**src/rtl/ram_93422_pkg.sv**
```systemverilog
`default_nettype none
`timescale 1ns/1ps
// ============================================================================
//  Module   : ram_93422_pkg
//  Purpose  : Shared types and constants for the 93422 RAM sequencer/arbiter.
//             Holds the sequencer state enum, the grant-owner enum, default
//             address/data widths and a small state classification helper.
//  Revision : 1.0 - initial release
// ============================================================================
package ram_93422_pkg;

    localparam int c_def_aw = 8;
    localparam int c_def_dw = 4;

    typedef enum logic [2:0] {
        CLR_SETUP  = 3'd0,
        CLR_STROBE = 3'd1,
        IDLE       = 3'd2,
        SETUP      = 3'd3,
        STROBE     = 3'd4
    } state_e;

    typedef enum logic [1:0] {
        GNT_NONE = 2'd0,
        GNT_CPU  = 2'd1,
        GNT_VID  = 2'd2
    } gnt_owner_e;

    // Every state other than IDLE is part of a clear or an access.
    function automatic logic state_is_busy(input state_e s);
        return (s != IDLE);
    endfunction

endpackage : ram_93422_pkg
`default_nettype wire

```
**src/rtl/ram_93422_prio.sv**
```systemverilog
`default_nettype none
`timescale 1ns/1ps
// ============================================================================
//  Module   : ram_93422_prio
//  Purpose  : Fixed-priority grant logic (video first) with a starvation
//             guard for the CPU port.
//  Ports    : clk, reset          - clock, synchronous active-high reset
//             cpu_req, vid_req    - current-cycle requests
//             gnt_strobe          - high when the sequencer can grant (IDLE)
//             gnt_owner           - combinational winner for this cycle
//  Notes    : The starvation counter counts video grants made while the CPU
//             is waiting; at STARVE_MAX the CPU takes the next grant.
//             STARVE_MAX must be at least 1.
//  Revision : 1.0 - initial release
// ============================================================================
module ram_93422_prio
    import ram_93422_pkg::*;
#(
    parameter int STARVE_MAX = 4
) (
    input  logic       clk,
    input  logic       reset,
    input  logic       cpu_req,
    input  logic       vid_req,
    input  logic       gnt_strobe,
    output gnt_owner_e gnt_owner
);

    localparam int              c_cw         = $clog2(STARVE_MAX + 1);
    localparam logic [c_cw-1:0] c_starve_max = c_cw'(STARVE_MAX);

    logic [c_cw-1:0] r_starve_cnt;
    logic            w_cpu_starved;

    assign w_cpu_starved = cpu_req && (r_starve_cnt == c_starve_max);

    always_comb begin
        gnt_owner = GNT_NONE;
        if (vid_req && !w_cpu_starved) begin
            gnt_owner = GNT_VID;
        end else if (cpu_req) begin
            gnt_owner = GNT_CPU;
        end
    end

    // Only a video grant against a waiting CPU advances the counter; any
    // other grant means the CPU is not being held off, so start over.
    always_ff @(posedge clk) begin
        if (reset) begin
            r_starve_cnt <= '0;
        end else if (gnt_strobe && (gnt_owner != GNT_NONE)) begin
            if ((gnt_owner == GNT_VID) && cpu_req) begin
                if (r_starve_cnt != c_starve_max) begin
                    r_starve_cnt <= r_starve_cnt + 1'b1;
                end
            end else begin
                r_starve_cnt <= '0;
            end
        end
    end

endmodule : ram_93422_prio
`default_nettype wire

```
**src/rtl/ram_93422_ctl.sv**
```systemverilog
`default_nettype none
`timescale 1ns/1ps
// ============================================================================
//  Module   : ram_93422_ctl
//  Purpose  : Sequencer and arbiter for one 93422 256x4 static RAM shared by
//             a CPU port and a video scan port. Every access is three cycles:
//             grant (IDLE) -> SETUP (select, address stable) -> STROBE (write
//             low or read sample) -> back in IDLE with a one-cycle ack.
//  Ports    : clk, reset                          - clock, sync active-high
//             cpu_req/we/addr/wdata, cpu_ack/rdata - CPU port
//             vid_req/addr, vid_ack/rdata          - video read port
//             ram_a, ram_i, ram_d                  - RAM address/data pins
//             ram_cs1_n, ram_w_n, ram_oe_n         - RAM strobes, active low
//             busy                                 - clear or access underway
//  Config   : RAM93422_CLEAR_EN - when defined, reset runs a 512-cycle clear
//             writing CLEAR_VAL to all 256 locations before serving requests.
//  Revision : 1.0 - initial release
// ============================================================================
module ram_93422_ctl
    import ram_93422_pkg::*;
#(
    parameter int            AW         = c_def_aw,
    parameter int            DW         = c_def_dw,
    parameter int            STARVE_MAX = 4,
    parameter logic [DW-1:0] CLEAR_VAL  = '0
) (
    input  logic          clk,
    input  logic          reset,
    input  logic          cpu_req,
    input  logic          cpu_we,
    input  logic [AW-1:0] cpu_addr,
    input  logic [DW-1:0] cpu_wdata,
    output logic          cpu_ack,
    output logic [DW-1:0] cpu_rdata,
    input  logic          vid_req,
    input  logic [AW-1:0] vid_addr,
    output logic          vid_ack,
    output logic [DW-1:0] vid_rdata,
    output logic [AW-1:0] ram_a,
    output logic [DW-1:0] ram_i,
    input  logic [DW-1:0] ram_d,
    output logic          ram_cs1_n,
    output logic          ram_w_n,
    output logic          ram_oe_n,
    output logic          busy
);

`ifdef RAM93422_CLEAR_EN
    localparam state_e c_rst_state = CLR_SETUP;
    localparam logic   c_rst_busy  = 1'b1;
`else
    localparam state_e c_rst_state = IDLE;
    localparam logic   c_rst_busy  = 1'b0;
`endif

    // Registered state and outputs
    state_e        r_state;
    logic [AW-1:0] r_ram_a;
    logic [DW-1:0] r_ram_i;
    logic          r_cs1_n;
    logic          r_w_n;
    logic          r_oe_n;
    logic          r_cpu_ack;
    logic          r_vid_ack;
    logic [DW-1:0] r_cpu_rdata;
    logic [DW-1:0] r_vid_rdata;
    logic          r_busy;
    logic [AW-1:0] r_clr_cnt;
    gnt_owner_e    r_owner;
    logic          r_we;

    // Next-state values
    state_e        w_state_nxt;
    logic [AW-1:0] w_ram_a_nxt;
    logic [DW-1:0] w_ram_i_nxt;
    logic          w_cs1_n_nxt;
    logic          w_w_n_nxt;
    logic          w_oe_n_nxt;
    logic          w_cpu_ack_nxt;
    logic          w_vid_ack_nxt;
    logic [DW-1:0] w_cpu_rdata_nxt;
    logic [DW-1:0] w_vid_rdata_nxt;
    logic [AW-1:0] w_clr_cnt_nxt;
    gnt_owner_e    w_owner_nxt;
    logic          w_we_nxt;

    gnt_owner_e    w_gnt_owner;
    logic          w_gnt_strobe;

    assign w_gnt_strobe = (r_state == IDLE);

    ram_93422_prio #(
        .STARVE_MAX (STARVE_MAX)
    ) u_prio (
        .clk        (clk),
        .reset      (reset),
        .cpu_req    (cpu_req),
        .vid_req    (vid_req),
        .gnt_strobe (w_gnt_strobe),
        .gnt_owner  (w_gnt_owner)
    );

    // Output registers are loaded on the edge that enters a state, so the
    // pin levels seen during a cycle are those belonging to that state.
    always_comb begin
        w_state_nxt     = r_state;
        w_ram_a_nxt     = r_ram_a;
        w_ram_i_nxt     = r_ram_i;
        w_cs1_n_nxt     = r_cs1_n;
        w_w_n_nxt       = r_w_n;
        w_oe_n_nxt      = r_oe_n;
        w_cpu_ack_nxt   = 1'b0;
        w_vid_ack_nxt   = 1'b0;
        w_cpu_rdata_nxt = r_cpu_rdata;
        w_vid_rdata_nxt = r_vid_rdata;
        w_clr_cnt_nxt   = r_clr_cnt;
        w_owner_nxt     = r_owner;
        w_we_nxt        = r_we;

        case (r_state)
            CLR_SETUP: begin
                // Address is already on the pins; drop write for one cycle.
                // ram_i is re-driven here because the first location after
                // reset enters with ram_i at its reset value; the RAM latches
                // data on the rising edge of write, so this is in time.
                w_state_nxt = CLR_STROBE;
                w_ram_i_nxt = CLEAR_VAL;
                w_cs1_n_nxt = 1'b0;
                w_w_n_nxt   = 1'b0;
            end

            CLR_STROBE: begin
                w_clr_cnt_nxt = r_clr_cnt + 1'b1;
                w_w_n_nxt     = 1'b1;
                if (r_clr_cnt == {AW{1'b1}}) begin
                    w_state_nxt = IDLE;
                    w_cs1_n_nxt = 1'b1;
                end else begin
                    w_state_nxt = CLR_SETUP;
                    w_ram_a_nxt = r_clr_cnt + 1'b1;
                    w_ram_i_nxt = CLEAR_VAL;
                    w_cs1_n_nxt = 1'b0;
                end
            end

            IDLE: begin
                if (w_gnt_owner == GNT_CPU) begin
                    w_state_nxt = SETUP;
                    w_owner_nxt = GNT_CPU;
                    w_we_nxt    = cpu_we;
                    w_ram_a_nxt = cpu_addr;
                    w_ram_i_nxt = cpu_wdata;
                    w_cs1_n_nxt = 1'b0;
                    w_oe_n_nxt  = cpu_we;
                end else if (w_gnt_owner == GNT_VID) begin
                    w_state_nxt = SETUP;
                    w_owner_nxt = GNT_VID;
                    w_we_nxt    = 1'b0;
                    w_ram_a_nxt = vid_addr;
                    w_cs1_n_nxt = 1'b0;
                    w_oe_n_nxt  = 1'b0;
                end
            end

            SETUP: begin
                w_state_nxt = STROBE;
                if (r_we) begin
                    w_w_n_nxt = 1'b0;
                end
            end

            STROBE: begin
                // Release the strobes with the address still held; the ack
                // cycle is also IDLE, so a new grant may be taken in it.
                w_state_nxt = IDLE;
                w_cs1_n_nxt = 1'b1;
                w_w_n_nxt   = 1'b1;
                w_oe_n_nxt  = 1'b1;
                if (r_owner == GNT_CPU) begin
                    w_cpu_ack_nxt = 1'b1;
                    if (!r_we) begin
                        w_cpu_rdata_nxt = ram_d;
                    end
                end else begin
                    w_vid_ack_nxt   = 1'b1;
                    w_vid_rdata_nxt = ram_d;
                end
            end

            default: begin
                w_state_nxt = IDLE;
                w_cs1_n_nxt = 1'b1;
                w_w_n_nxt   = 1'b1;
                w_oe_n_nxt  = 1'b1;
            end
        endcase
    end

    always_ff @(posedge clk) begin
        if (reset) begin
            r_state     <= c_rst_state;
            r_ram_a     <= '0;
            r_ram_i     <= '0;
            r_cs1_n     <= 1'b1;
            r_w_n       <= 1'b1;
            r_oe_n      <= 1'b1;
            r_cpu_ack   <= 1'b0;
            r_vid_ack   <= 1'b0;
            r_cpu_rdata <= '0;
            r_vid_rdata <= '0;
            r_busy      <= c_rst_busy;
            r_clr_cnt   <= '0;
            r_owner     <= GNT_NONE;
            r_we        <= 1'b0;
        end else begin
            r_state     <= w_state_nxt;
            r_ram_a     <= w_ram_a_nxt;
            r_ram_i     <= w_ram_i_nxt;
            r_cs1_n     <= w_cs1_n_nxt;
            r_w_n       <= w_w_n_nxt;
            r_oe_n      <= w_oe_n_nxt;
            r_cpu_ack   <= w_cpu_ack_nxt;
            r_vid_ack   <= w_vid_ack_nxt;
            r_cpu_rdata <= w_cpu_rdata_nxt;
            r_vid_rdata <= w_vid_rdata_nxt;
            r_busy      <= state_is_busy(w_state_nxt);
            r_clr_cnt   <= w_clr_cnt_nxt;
            r_owner     <= w_owner_nxt;
            r_we        <= w_we_nxt;
        end
    end

    assign ram_a     = r_ram_a;
    assign ram_i     = r_ram_i;
    assign ram_cs1_n = r_cs1_n;
    assign ram_w_n   = r_w_n;
    assign ram_oe_n  = r_oe_n;
    assign cpu_ack   = r_cpu_ack;
    assign vid_ack   = r_vid_ack;
    assign cpu_rdata = r_cpu_rdata;
    assign vid_rdata = r_vid_rdata;
    assign busy      = r_busy;

endmodule : ram_93422_ctl
`default_nettype wire

```
**config.mk**
```make
export PLATFORM = sky130hd
export DESIGN_NAME = ram_93422_ctl
export DESIGN_NICKNAME = d
export VERILOG_FILES = /design/src/rtl/ram_93422_pkg.sv /design/src/rtl/ram_93422_prio.sv /design/src/rtl/ram_93422_ctl.sv
export SDC_FILE = /design/constraint.sdc
export NUM_CORES = 1
export LEC_CHECK = 0
export ABC_AREA = 1
export CORE_ASPECT_RATIO = 0.5
export CORE_MARGIN = 2
export CORE_UTILIZATION = 47
export DETAILED_ROUTE_END_ITERATION = 6
export PLACE_DENSITY = 0.85
export REMOVE_ABC_BUFFERS = 1
export SLEW_MARGIN = 20
export SYNTH_ARGS = -nofsm -noshare
export SYNTH_HDL_FRONTEND = slang
export SYNTH_SLANG_ARGS = --single-unit
```
**constraint.sdc**
```tcl
create_clock -name clk -period 1.74 [get_ports clk]
set_clock_uncertainty 0.15 [all_clocks]
set_input_delay 0.348 -clock clk [delete_from_list [all_inputs] [get_ports clk]]
set_output_delay 0.348 -clock clk [all_outputs]
set_load 0.02 [all_outputs]
```
==> results.md, run 1 <==
- The number of library cell types mapped by synthesis is 24.
- Setup repair after global routing left no endpoint under its margin.
- In this run the biggest area consumer among cell types represents 43.4% of the synthesized area.
- At the worst endpoint, the required time is 1780 ps.
- The number of clock sinks seen by CTS is 43.
- The worst-case IR drop observed on VDD is 0.000463 V.
- The first-pass GRT wire length is 8630 µm.
- In this run the number of H-tree levels came out at 2.
- The non-filler instance count after layout is 425.
- STA classifies the critical path endpoint as a flop.
- The number of hold buffers added after CTS is 0.
- Traced cell by cell, the critical path runs through inv_1 > ha_2 > nand2_1 > a21oi_2 > buf_6 > nor2_4 > buf_12 > nand2_1 > nand2_1 > nor2_2 > nor2_1.
- The number of cells produced by synthesis is 297.
- Entering global routing, the biggest net connects 16 pins.
- The total number of vias is 2,146.
- The mean instance size in the synthesized netlist is 6.67 µm².
- The number of endpoints failing setup at the final stage is 0.
- The highest layer touched by signal routing is met4.
- Summed over all nets, the half-perimeter wirelength after detailed placement is 3810 µm.
- The clock network latency to the later pin of the worst-skew pair is 300 ps.
- The worst setup path is launched from a flop.
- The worst register-to-register path has a depth of 11.
- Derived from the worst setup path, the maximum achievable clock frequency is 589 MHz.
- The worst register-to-register path ends at ram_a[3].
- The total CTS buffers is 5.
- After global routing the overflow that remains totals 0.
- The cell area that synthesis handed to floorplanning was 0.00198 mm².
- In this run the worst path has a maximum fanout of 7.
- The max-capacitance violation count is 0.
- The final-report hold violation count is 0.
- The number of fillers in the final layout is 313.
- The Yosys step of the flow raised 0 warnings.
- The worst hold slack across all endpoints is 311 ps.
- In this run the vertical extent of the chip is 49.9 µm.
- The fraction of layout cells with a size suffix above 1 is 13.2%.
- After detailed routing, the average wire length per cell comes to 12.4 µm.
- For this block, wires on met1 add up to 2210 µm.
- The number of antenna violations at the first check in global routing is 0.
- Yosys attributes the largest share of cell area to sky130_fd_sc_hd__dfxtp_1, sky130_fd_sc_hd__nand2_1, sky130_fd_sc_hd__nor2_1.
- The transition time at the pin with the least slew margin is 353 ps.
- The die is 95.8 µm wide.
- Input and output buffers added on the ports amount to 54.
- Before antenna repair, the detailed router went through 4 iterations.
- The source of the worst hold timing path is ram_oe_n.
- The weighted congestion reported at the end of routability-driven placement is 0.880.
- The remaining design rule violation count is 0.
- In the global route stage, overall resource usage came out at 23.1%.
- The count of inserted antenna diode cells is 0.
- The leading area contributor after synthesis is sky130_fd_sc_hd__dfxtp_1.
- Power comes to 2.74 mW.
- The endpoint of the worst hold-timing path is ram_oe_n.
- The deepest clock path buffer count is 2.
- The row count is 16.
- The via count of the first global-routing pass is 2,021.
- The detailed-routed wire length on met2 is 2660 µm.
- The worst slew margin relative to its limit is 76.3%.
- Once the floorplan was initialized, standard cells occupied 50.0% of the core.
- The worst stage delay on the critical path is 320 ps.
- The final layout contains routed wiring with a total length of 5270 µm.
- The area growth from synthesis to layout is 45.1%.
- The die outline area is 0.00478 mm².
- Sequential elements use 43.4% of the synthesized area.
- The setup slack of the worst register-to-register path is 40 ps.
- Across the whole layout, storage elements account for 863 µm².
- The cell sitting at the root of the clock tree is a sky130_fd_sc_hd__clkbuf_8.
- The flow ran to the end, and the final reports show no timing, DRC or antenna violations.
- Counting instances, the worst hold path has a depth of 2.
- The clock input transition at the sequential cells of the worst setup and hold paths is 80 ps.
- The top-level I/O count is 55.
- Counting tap cells, the placed design contains a total of 416 instances.
- The first routing iteration left 121 violations.
- The shortest period the worst path allows is 1700 ps.
- Data on the critical path arrives at its endpoint at 1740 ps.
- The final layout contains 402 nets.
- In this run the power density over the cells is 954 mW/mm².
- The worst setup path is of the flop to flop kind.
- The most prevalent standard cell on the critical path is sky130_fd_sc_hd__nand2_1.
- The total negative setup slack is 0 ps.
- The multi-input combinational cells in the finished layout cover a total of 0.00102 mm².
- The worst register-to-register path begins at u_prio.r_starve_cnt[1].
- Synthesis inferred 43 register bits.
- Wire segments on met3 add up to 339 µm in the final route.
- The number of slew-limit violations in the final report is 0.
- The CTS tree is yes.
- The total area inside the core boundary comes to 0.00396 mm².
- Dividing the detail-routed via count by the number of cells gives 5.05.
- In this run the static leakage power is 1.45 nW.
- The residual antenna-violating net count after detailed routing is 0.
- The worst hold path belongs to the class flop to flop.
- On the critical path, the stage with the largest delay is an instance of sky130_fd_sc_hd__dfxtp_1.
- The share of the clock period used by the worst path after layout is 97.6%.
## cells in the mapped netlist
cell type / count
sky130_fd_sc_hd__buf_1: 1
sky130_fd_sc_hd__o21ai_1: 4
sky130_fd_sc_hd__clkbuf_1: 3
sky130_fd_sc_hd__nor3_2: 1
sky130_fd_sc_hd__o21ai_0: 17
sky130_fd_sc_hd__inv_1: 21
sky130_fd_sc_hd__nor2_1: 45
sky130_fd_sc_hd__ha_1: 3
sky130_fd_sc_hd__dfxtp_1: 43
sky130_fd_sc_hd__clkinv_1: 1
sky130_fd_sc_hd__nand3_1: 19
sky130_fd_sc_hd__inv_2: 5
sky130_fd_sc_hd__buf_6: 1
sky130_fd_sc_hd__o211ai_1: 3
sky130_fd_sc_hd__nand2_1: 97
sky130_fd_sc_hd__o21a_1: 1
sky130_fd_sc_hd__nor2_2: 2
sky130_fd_sc_hd__xor2_1: 3
sky130_fd_sc_hd__nand4_1: 1
sky130_fd_sc_hd__or2_1: 1
sky130_fd_sc_hd__a21oi_1: 20
sky130_fd_sc_hd__a211oi_1: 2
sky130_fd_sc_hd__buf_2: 2
sky130_fd_sc_hd__a31oi_1: 1
## sequential cells by signal (all words and copies together) (netlist names), 2 cells and up
signal and cells:
cpu_rdata 4, r_clr_cnt 8, r_owner 2, r_state 3, ram_a 8, ram_i 4
u_prio.r_starve_cnt 3, vid_rdata 4
## stage by stage
stage / worst slack, ps / utilization (%) / cell area [µm²]
after detailed placement: -177 / 68.2 / 2700
final: 41.5 / 72.5 / 2880
after global placement: -120 / 68.2 / 2700
after global routing: 3.75 / 72.5 / 2880
after floorplan: 122 / - / 1950
after CTS: 0.943 / 70.8 / 2810
## critical path, delay by kind of cell, from the launching register on
family | cells | cell delay (ps)
AND/OR/NAND/NOR | 6 | 420
flip-flops | 1 | 320
buffers and inverters | 3 | 350
AO/OA/AOI/OAI | 1 | 170
adder cells (fa/ha/maj) | 1 | 170
## report_power, final
part	leakage, nW	internal (mW)	switching, mW
registers	0.352	1.09	0.0655
clock network	0.0612	0.465	0.349
logic	1.04	0.329	0.448
total	1.45	1.88	0.862
## worst max path at each step
stage	start	endpoint	slack, ps	depth (start not counted)
after floorplan	r_state[0]	ram_a[1]	120	7
after global placement	vid_req	ram_a[3]	-120	10
after detailed placement	vid_req	ram_a[3]	-180	10
after CTS	ram_a[6]	ram_a[6]	0.9	1
after global routing	u_prio.r_starve_cnt[1]	ram_a[3]	4	11
final	u_prio.r_starve_cnt[1]	ram_a[3]	40	11
## routing by layer
layer | up-vias | track usage [%]
met5 | - | 0
met4 | 0 | 8.33
met3 | 7 | 5.35
met2 | 64 | 42.0
met1 | 975 | 26.5
li1 | 1100 | -
## timing repair
action | CTS | global route
setup endpoints to repair | 22 | 25
gates resized for setup | 20 | 26
pin swaps | 0 | 1
buffers inserted | 0 | 1
## placed cells by master (no fill, tap or decap), drive strengths merged, types with 6 or more instances in the layout
master	synthesis	final
a21oi	20	20
buf	4	19
clkbuf	3	6
clkdlybuf4s50	0	29
dfxtp	43	43
dlygate4sd2	0	17
dlymetal6s2s	0	8
inv	26	26
nand2	97	97
nand3	19	19
nor2	47	47
o21ai	21	21
## cells by family (layout without fill, tap and decap cells)
| logic type | after synthesis | count (layout) | synth area share (%) |
|---|---|---|---|
| flops | 43 | 43 | 43.4 |
| simple gates | 166 | 166 | 33.5 |
| fa+ha+maj | 3 | 3 | 1.89 |
| xor+xnor | 3 | 3 | 1.33 |
| compound gates | 48 | 48 | 12.9 |
| buf+inv | 34 | 108 | 6.94 |
## layout make-up
type,count,area share (%)
inverters,27,3.70
multi-input cells,220,35.6
well taps,54,2.35
flip-flops and latches,43,30.0
clock inverters,2,1.22
clock buffers,6,2.87
repair buffers,73,24.3
No activity file was read; power rests on OpenSTA's default activity.
==> run 2: changes to the inputs <==
Settings changed: ABC_CLOCK_PERIOD_IN_PS set to 1740, MAX_ROUTING_LAYER set to met4.
==> run 2 against run 1 <==
Net effect: clock-buffer cell count stayed put; via count unchanged; highest routed layer unchanged; critical endpoint unchanged; critical path depth stayed put; clock power is essentially flat; critical path type unchanged; worst setup slack lost 1.2 ps; non-clock buffer count stayed put; largest cell class unchanged; combinational power is essentially flat.
==> results.md, run 2 (synthesized netlist as in run 1, its figures left out) <==
- The tree built by TritonCTS fans out to 43 sinks.
- The wire-length estimate of the detail-placed layout is 3810 µm.
- The multi-input gate area in the final layout is 0.00102 mm².
- The final-report hold violation count was 0.
- The clock input transition at the sequential cells of the worst setup and hold paths is 80 ps.
- After the first detailed-routing iteration, the DRC count stood at 121.
- The critical path arrival is 1740 ps.
- With fillers left out, the area of the finished cells amounts to 0.00288 mm².
- The leakage power figure is 1.45 nW.
- After detailed placement, the design holds a cell count of 416.
- Port buffering added 54 buffers.
- STA classifies the critical path endpoint as a flop.
- The floorplan step defined a core boundary enclosing 0.00396 mm².
- The cell area power density is 954 mW/mm².
- 0 antenna diodes ended up in the layout.
- After routing, the total negative slack on setup checks comes to 0 ps.
- The run finished with clean final reports.
- The congestion estimate from routability-driven global placement came to 0.894.
- For the worst setup path, the data required time is 1780 ps.
- The via count of the first global-routing pass is 2,021.
- The post-placement worst setup slack is -177 ps.
- The number of fillers in the final layout is 313.
- The number of hold buffers added after CTS is 0.
- The first-pass GRT wire length is 8630 µm.
- The initial utilization of the core area, before any placement, comes to 50.0%.
- Of the available clock period, the critical path in the final layout requires 97.7%.
- The number of slew-limit violations in the final report came to 0.
- The maximum number of pins on one net before global-route repair is 16.
- For the worst-skew pair, the clock arrives at the later sink with an insertion delay of 300 ps.
- The worst slew margin relative to its limit is 76.3%.
- The clock period could shrink to 1700 ps.
- The count of nets after finishing is 402.
- Once detail routing completed, the nets flagged for antenna violations numbered 0.
- The total power after layout is 2.74 mW.
- The tightest min-delay check is of the flop to flop type.
- The clock root buffer master is sky130_fd_sc_hd__clkbuf_8.
- The die extent in y is 49.9 µm.
- The top-level I/O count is 55.
- After global routing the overflow that remains totals 0.
- The final worst slack is 40.3 ps.
- The number of antenna violations at the first check in global routing is 0.
- For the pin with the worst max-slew slack, the measured transition is 354 ps.
- The number of endpoints failing setup at the final stage is 0.
- Row generation in the floorplan step produced 16 rows.
- The library cells used most frequently in the layout, excluding fill and tap cells, are sky130_fd_sc_hd__nand2_1, sky130_fd_sc_hd__nor2_1, sky130_fd_sc_hd__dfxtp_1.
- The average wire per cell in the routed design is 12.4 µm.
- The fmax is 588 MHz.
- The deepest clock path buffer count is 2.
- Setup repair after global routing left no endpoint under its margin.
- Summing all placed instances gives a cell area of 0.00270 mm².
- The maximum fanout count along the critical path is 7.
- The die extent in x is 95.8 µm.
- The total CTS buffers is 5.
- TritonCTS built the clock tree.
- The tool flagged a number of max-cap violations equal to 0.
- The sort of element at the start of the critical path is a flop.
- The area growth from synthesis to layout is 45.1%.
- Of the cells placed in the final design, the portion with a size suffix greater than 1 is 13.2%.
- The floorplan step defined a die boundary enclosing 0.00478 mm².
- The worst ir drop on vdd is 0.000463 V.
- The sequential cells in the finished layout cover a total of 863 µm².
- The total number of vias is 2,146.
- The final routed wirelength across all metal layers is 5280 µm.
- The leading cell type in the layout, fill and taps excluded is sky130_fd_sc_hd__nand2_1.
- In the global route stage, overall resource usage came out at 23.7%.
- The number of vias per cell after detailed routing is 5.05.
- The non-filler instance count after layout is 425.
- The count of TritonRoute iterations in the first routing pass is 4.
- The category of the most critical setup path is flop to flop.
- The H-tree was split into 2 levels.
- After detailed routing, the number of remaining DRC violations is 0.
[run 2: cell counts in the layout (fill, tap and decap cells not counted)]
Identical to the previous run, type by type.
[run 2: area by class of cell]
class | instances | area share, %
clock buffers | 6 | 2.87
clock inverters | 2 | 1.22
multi-input cells | 220 | 35.6
inverters | 27 | 3.70
well taps | 54 | 2.35
flip-flops and latches | 43 | 30.0
repair buffers | 73 | 24.3
[run 2: where the power goes]
| part | switching [mW] | internal, mW |
|---|---|---|
| Clock | 0.348 | 0.465 |
| Sequential | 0.0656 | 1.09 |
| Combinational | 0.448 | 0.329 |
[run 2: routing by layer]
layer	vias up	track usage, %	part of all wire [%]
met5	-	-	0
met4	0	8.33	1.2
met3	7	5.05	6.1
met2	64	42.0	51
met1	976	26.7	42
li1	1099	-	-
[run 2: critical path: stages (launching register included)]
cell,delay (ps)
sky130_fd_sc_hd__dfxtp_1,320
sky130_fd_sc_hd__inv_1,80
sky130_fd_sc_hd__ha_2,170
sky130_fd_sc_hd__nand2_1,90
sky130_fd_sc_hd__a21oi_2,170
sky130_fd_sc_hd__buf_6,140
sky130_fd_sc_hd__nor2_4,40
sky130_fd_sc_hd__buf_12,130
sky130_fd_sc_hd__nand2_1,50
sky130_fd_sc_hd__nand2_1,70
sky130_fd_sc_hd__nor2_2,120
sky130_fd_sc_hd__nor2_1,50
[run 2: metrics by stage]
| stage | hold slack [ps] | utilization [%] |
|---|---|---|
| 6_report | 311 | 72.5 |
| 5_1_grt | 331 | 72.5 |
| 3_3_place_gp | 294 | 68.2 |
| 3_5_place_dp | 302 | 68.2 |
| 2_1_floorplan | 267 | - |
| 4_1_cts | 318 | 70.8 |
[run 2: worst paths after layout]
kind,from,to,slack (ps),cells past startpoint
max reg2reg,u_prio.r_starve_cnt[1],ram_a[3],40,11
min,ram_oe_n,ram_oe_n,310,2
min reg2reg,ram_oe_n,ram_oe_n,310,2
max,u_prio.r_starve_cnt[1],ram_a[3],40,11
[run 2: timing repair]
action / in CTS / in global routing
gates cloned: 0 / 0
pin swaps: 0 / 1
resized for setup: 20 / 26
endpoints found under the setup margin: 22 / 25
setup buffers: 0 / 1
==> run 3: changes to the inputs <==
--- a/constraint.sdc
+++ b/constraint.sdc
@@ -4,2 +4,2 @@
 set_output_delay 0.348 -clock clk [all_outputs]
-set_load 0.02 [all_outputs]
+set_load 0.1 [all_outputs]
==> run 3 against run 2 <==
Net effect: sequential share of layout area is 2.4 points lower; power is 23% higher; non-clock buffer count is 1 higher; largest power group is now combinational logic; register-to-register slack better by 20 ps; cell count is 0.24% higher; sequential power is 4% higher; flip-flop and latch count stayed put; combinational power is 75% higher; via count is 1.4% higher; global-route usage is 1.2 points higher; clock power is 1% higher.
==> results.md, run 3 (synthesized netlist as in run 1, its figures left out) <==
- The type of the worst min-delay path is flop to flop.
- After layout, the minimum clock period comes to 1680 ps.
- The share of the clock period used by the worst path after layout is 96.3%.
- The tool flagged a number of max-cap violations equal to 0.
- Summed over all failing endpoints, the final setup total negative slack is 0 ps.
- The die extent in x is 95.8 µm.
- The worst slew margin relative to its limit is 79.4%.
- The number of antenna diodes in the final layout is 0.
- The sort of element at the start of the critical path is a flop.
- Summed over all nets, the half-perimeter wirelength after detailed placement is 4120 µm.
- The detail route stage leaves a number of antenna-violating nets equal to 0.
- The source of the worst hold timing path is r_owner[1].
- The number of hold buffers added after CTS is 0.
- Per report_power, the sequential group accounts for 35.4% of the total.
- The detailed router finished its first iteration with 134 violations.
- The average wire per cell in the routed design is 13.1 µm.
- The utilization after layout is 79.1%.
- The count of buffers added on input and output ports is 54.
- The H-tree depth is 2.
- For this run, design rule violations remaining after detail routing come to 0.
- For this run, the total global-route usage over all layers was measured as 25.0%.
- Clock tree synthesis selected as its root buffer the cell sky130_fd_sc_hd__clkbuf_8.
- The via count of the first global-routing pass is 2,010.
- The analysis attributes to net switching a power of 1.32 mW.
- The number of vias per cell after detailed routing is 5.11.
- The post-placement worst setup slack is -218 ps.
- The first global-routing pass estimated 8840 µm of wire.
- Combinational cells account for 40.3% of the total power.
- The CTS tree is yes.
- The run finished with clean final reports.
- The switching fraction of total power is 39.1%.
- The finished cells cover 0.00313 mm².
- The clock network latency to the later pin of the worst-skew pair is 310 ps.
- For this design the static power due to leakage is 1.40 nW.
- Leaving out fill and tap cells, the most frequent cell in the layout is sky130_fd_sc_hd__nand2_1.
- The number of clock sinks seen by CTS is 43.
- The cell area power density is 1080 mW/mm².
- Clock tree synthesis inserted a total of 5 buffers.
- Routability-driven placement finished with a final weighted congestion of 0.948.
- The final-report hold violation count is 0.
- Clock-pin slew was measured on the worst setup and hold paths at 80 ps.
- Setup violations remaining at the end of the flow were counted as 0.
- Fill cells in the final layout number 247.
- The die extent in y is 49.9 µm.
- The floorplan step defined a die boundary enclosing 0.00478 mm².
- The row count is 16.
- Entering global routing, the biggest net connects 16 pins.
- In the layout the commonest cells are sky130_fd_sc_hd__nand2_1, sky130_fd_sc_hd__nor2_1, sky130_fd_sc_hd__dfxtp_1.
- The count of TritonRoute iterations in the first routing pass is 5.
- Across the VDD grid, the largest voltage drop is 0.000682 V.
- Tracing the worst setup path back leads to its startpoint at u_prio.r_starve_cnt[1].
- The initial standard-cell utilization of the core is 50.0%.
- The number of antenna violations at the first check in global routing was 0.
- In this run the count of I/O pins placed on the die edge is 55.
- The detailed router placed 2,175 vias in this run.
- Across all hold checks on the routed design, the worst slack comes to 315 ps.
- The final routed wirelength across all metal layers is 5560 µm.
- In this run, placement finished with an instance count of 417.
- The category of the most critical setup path is flop to flop.
- Power comes to 3.38 mW.
- The core region is 0.00396 mm².
- The relative contribution of the clock network to total power is 24.3%.
- At the pin with the least slew margin, the transition time is 308 ps.
- The number of slew-limit violations in the final report is 0.
- The worst path meets setup with 64.7 ps of slack.
- The net count of the finished layout is 403.
- The fraction of layout cells with a size suffix above 1 is 20.2%.
- The longest clock path from root to sink contains 2 buffers.
- For this run the aggregate overflow at the end of global routing stands at 0.
- The internal power is 2.06 mW.
- The layout-stage area growth over the synthesis result is 58.1%.
- The critical path arrival is 1730 ps.
- Once layout is complete, the cells apart from fillers number 426.
- The required time at the endpoint of the critical path is 1800 ps.
- Based on the critical path, the design can be clocked at up to 597 MHz.
- The startpoint identified for the worst register-to-register timing path is u_prio.r_starve_cnt[1].
- STA classifies the critical path endpoint as a flop.
- The maximum fanout count along the critical path is 4.
- After detailed placement, the total cell area comes to 0.00297 mm².
==> run 3: timing repair <==
item	4_1_cts	5_1_grt
gates resized for setup	1	17
setup endpoints to repair	4	13
buffers inserted	0	1
pin swaps	0	2
cloned	0	0
==> run 3: layout make-up <==
cell class / count / area (µm²) / area share, %
clock buffers: 6 / 82.6 / 2.63
clock inverters: 2 / 35.0 / 1.12
inverters: 27 / 109 / 3.47
multi-input cells: 220 / 1010 / 32.3
flip-flops and latches: 43 / 866 / 27.6
well taps: 54 / 67.6 / 2.16
repair buffers: 74 / 963 / 30.7
==> run 3: power by group through the flow <==
| stage | Sequential (mW) | Clock (mW) | Combinational [mW] |
|---|---|---|---|
| 3_5_place_dp | 1.21 | 0 | 1.33 |
| 4_1_cts | 1.19 | 0.825 | 1.33 |
| 5_1_grt | 1.21 | 0.867 | 1.45 |
| 3_3_place_gp | 1.21 | 0 | 1.30 |
| 2_1_floorplan | 1.65 | 0 | 0.330 |
| 6_report | 1.20 | 0.822 | 1.36 |
==> run 3: worst paths after layout <==
kind	endpoint	slack, ps	cells after the start
min	r_owner[1]	320	2
max reg2reg	ram_i[0]	60	10
max	ram_i[0]	60	10
min reg2reg	r_owner[1]	320	2
==> run 3: per-layer routing <==
metal / routed length [µm] / vias up / share of wire, % / track usage (%)
met3: 338 / 14 / 6.1 / 4.89
met4: 157 / 0 / 2.8 / 11.7
met5: 0 / - / 0 / -
met1: 2210 / 980 / 40 / 28.4
met2: 2860 / 85 / 51 / 42.5
li1: - / 1096 / - / -
==> run 3: worst max-delay path: stages, from the launching register on <==
cell and delay, ps:
sky130_fd_sc_hd__dfxtp_2 330, sky130_fd_sc_hd__inv_1 70, sky130_fd_sc_hd__ha_2 200, sky130_fd_sc_hd__nand2_2 80, sky130_fd_sc_hd__a21oi_2 120, sky130_fd_sc_hd__buf_4 140, sky130_fd_sc_hd__nor2_2 50, sky130_fd_sc_hd__nor2_1 240
sky130_fd_sc_hd__nand2_1 90, sky130_fd_sc_hd__nand2_1 70, sky130_fd_sc_hd__nor2_1 30
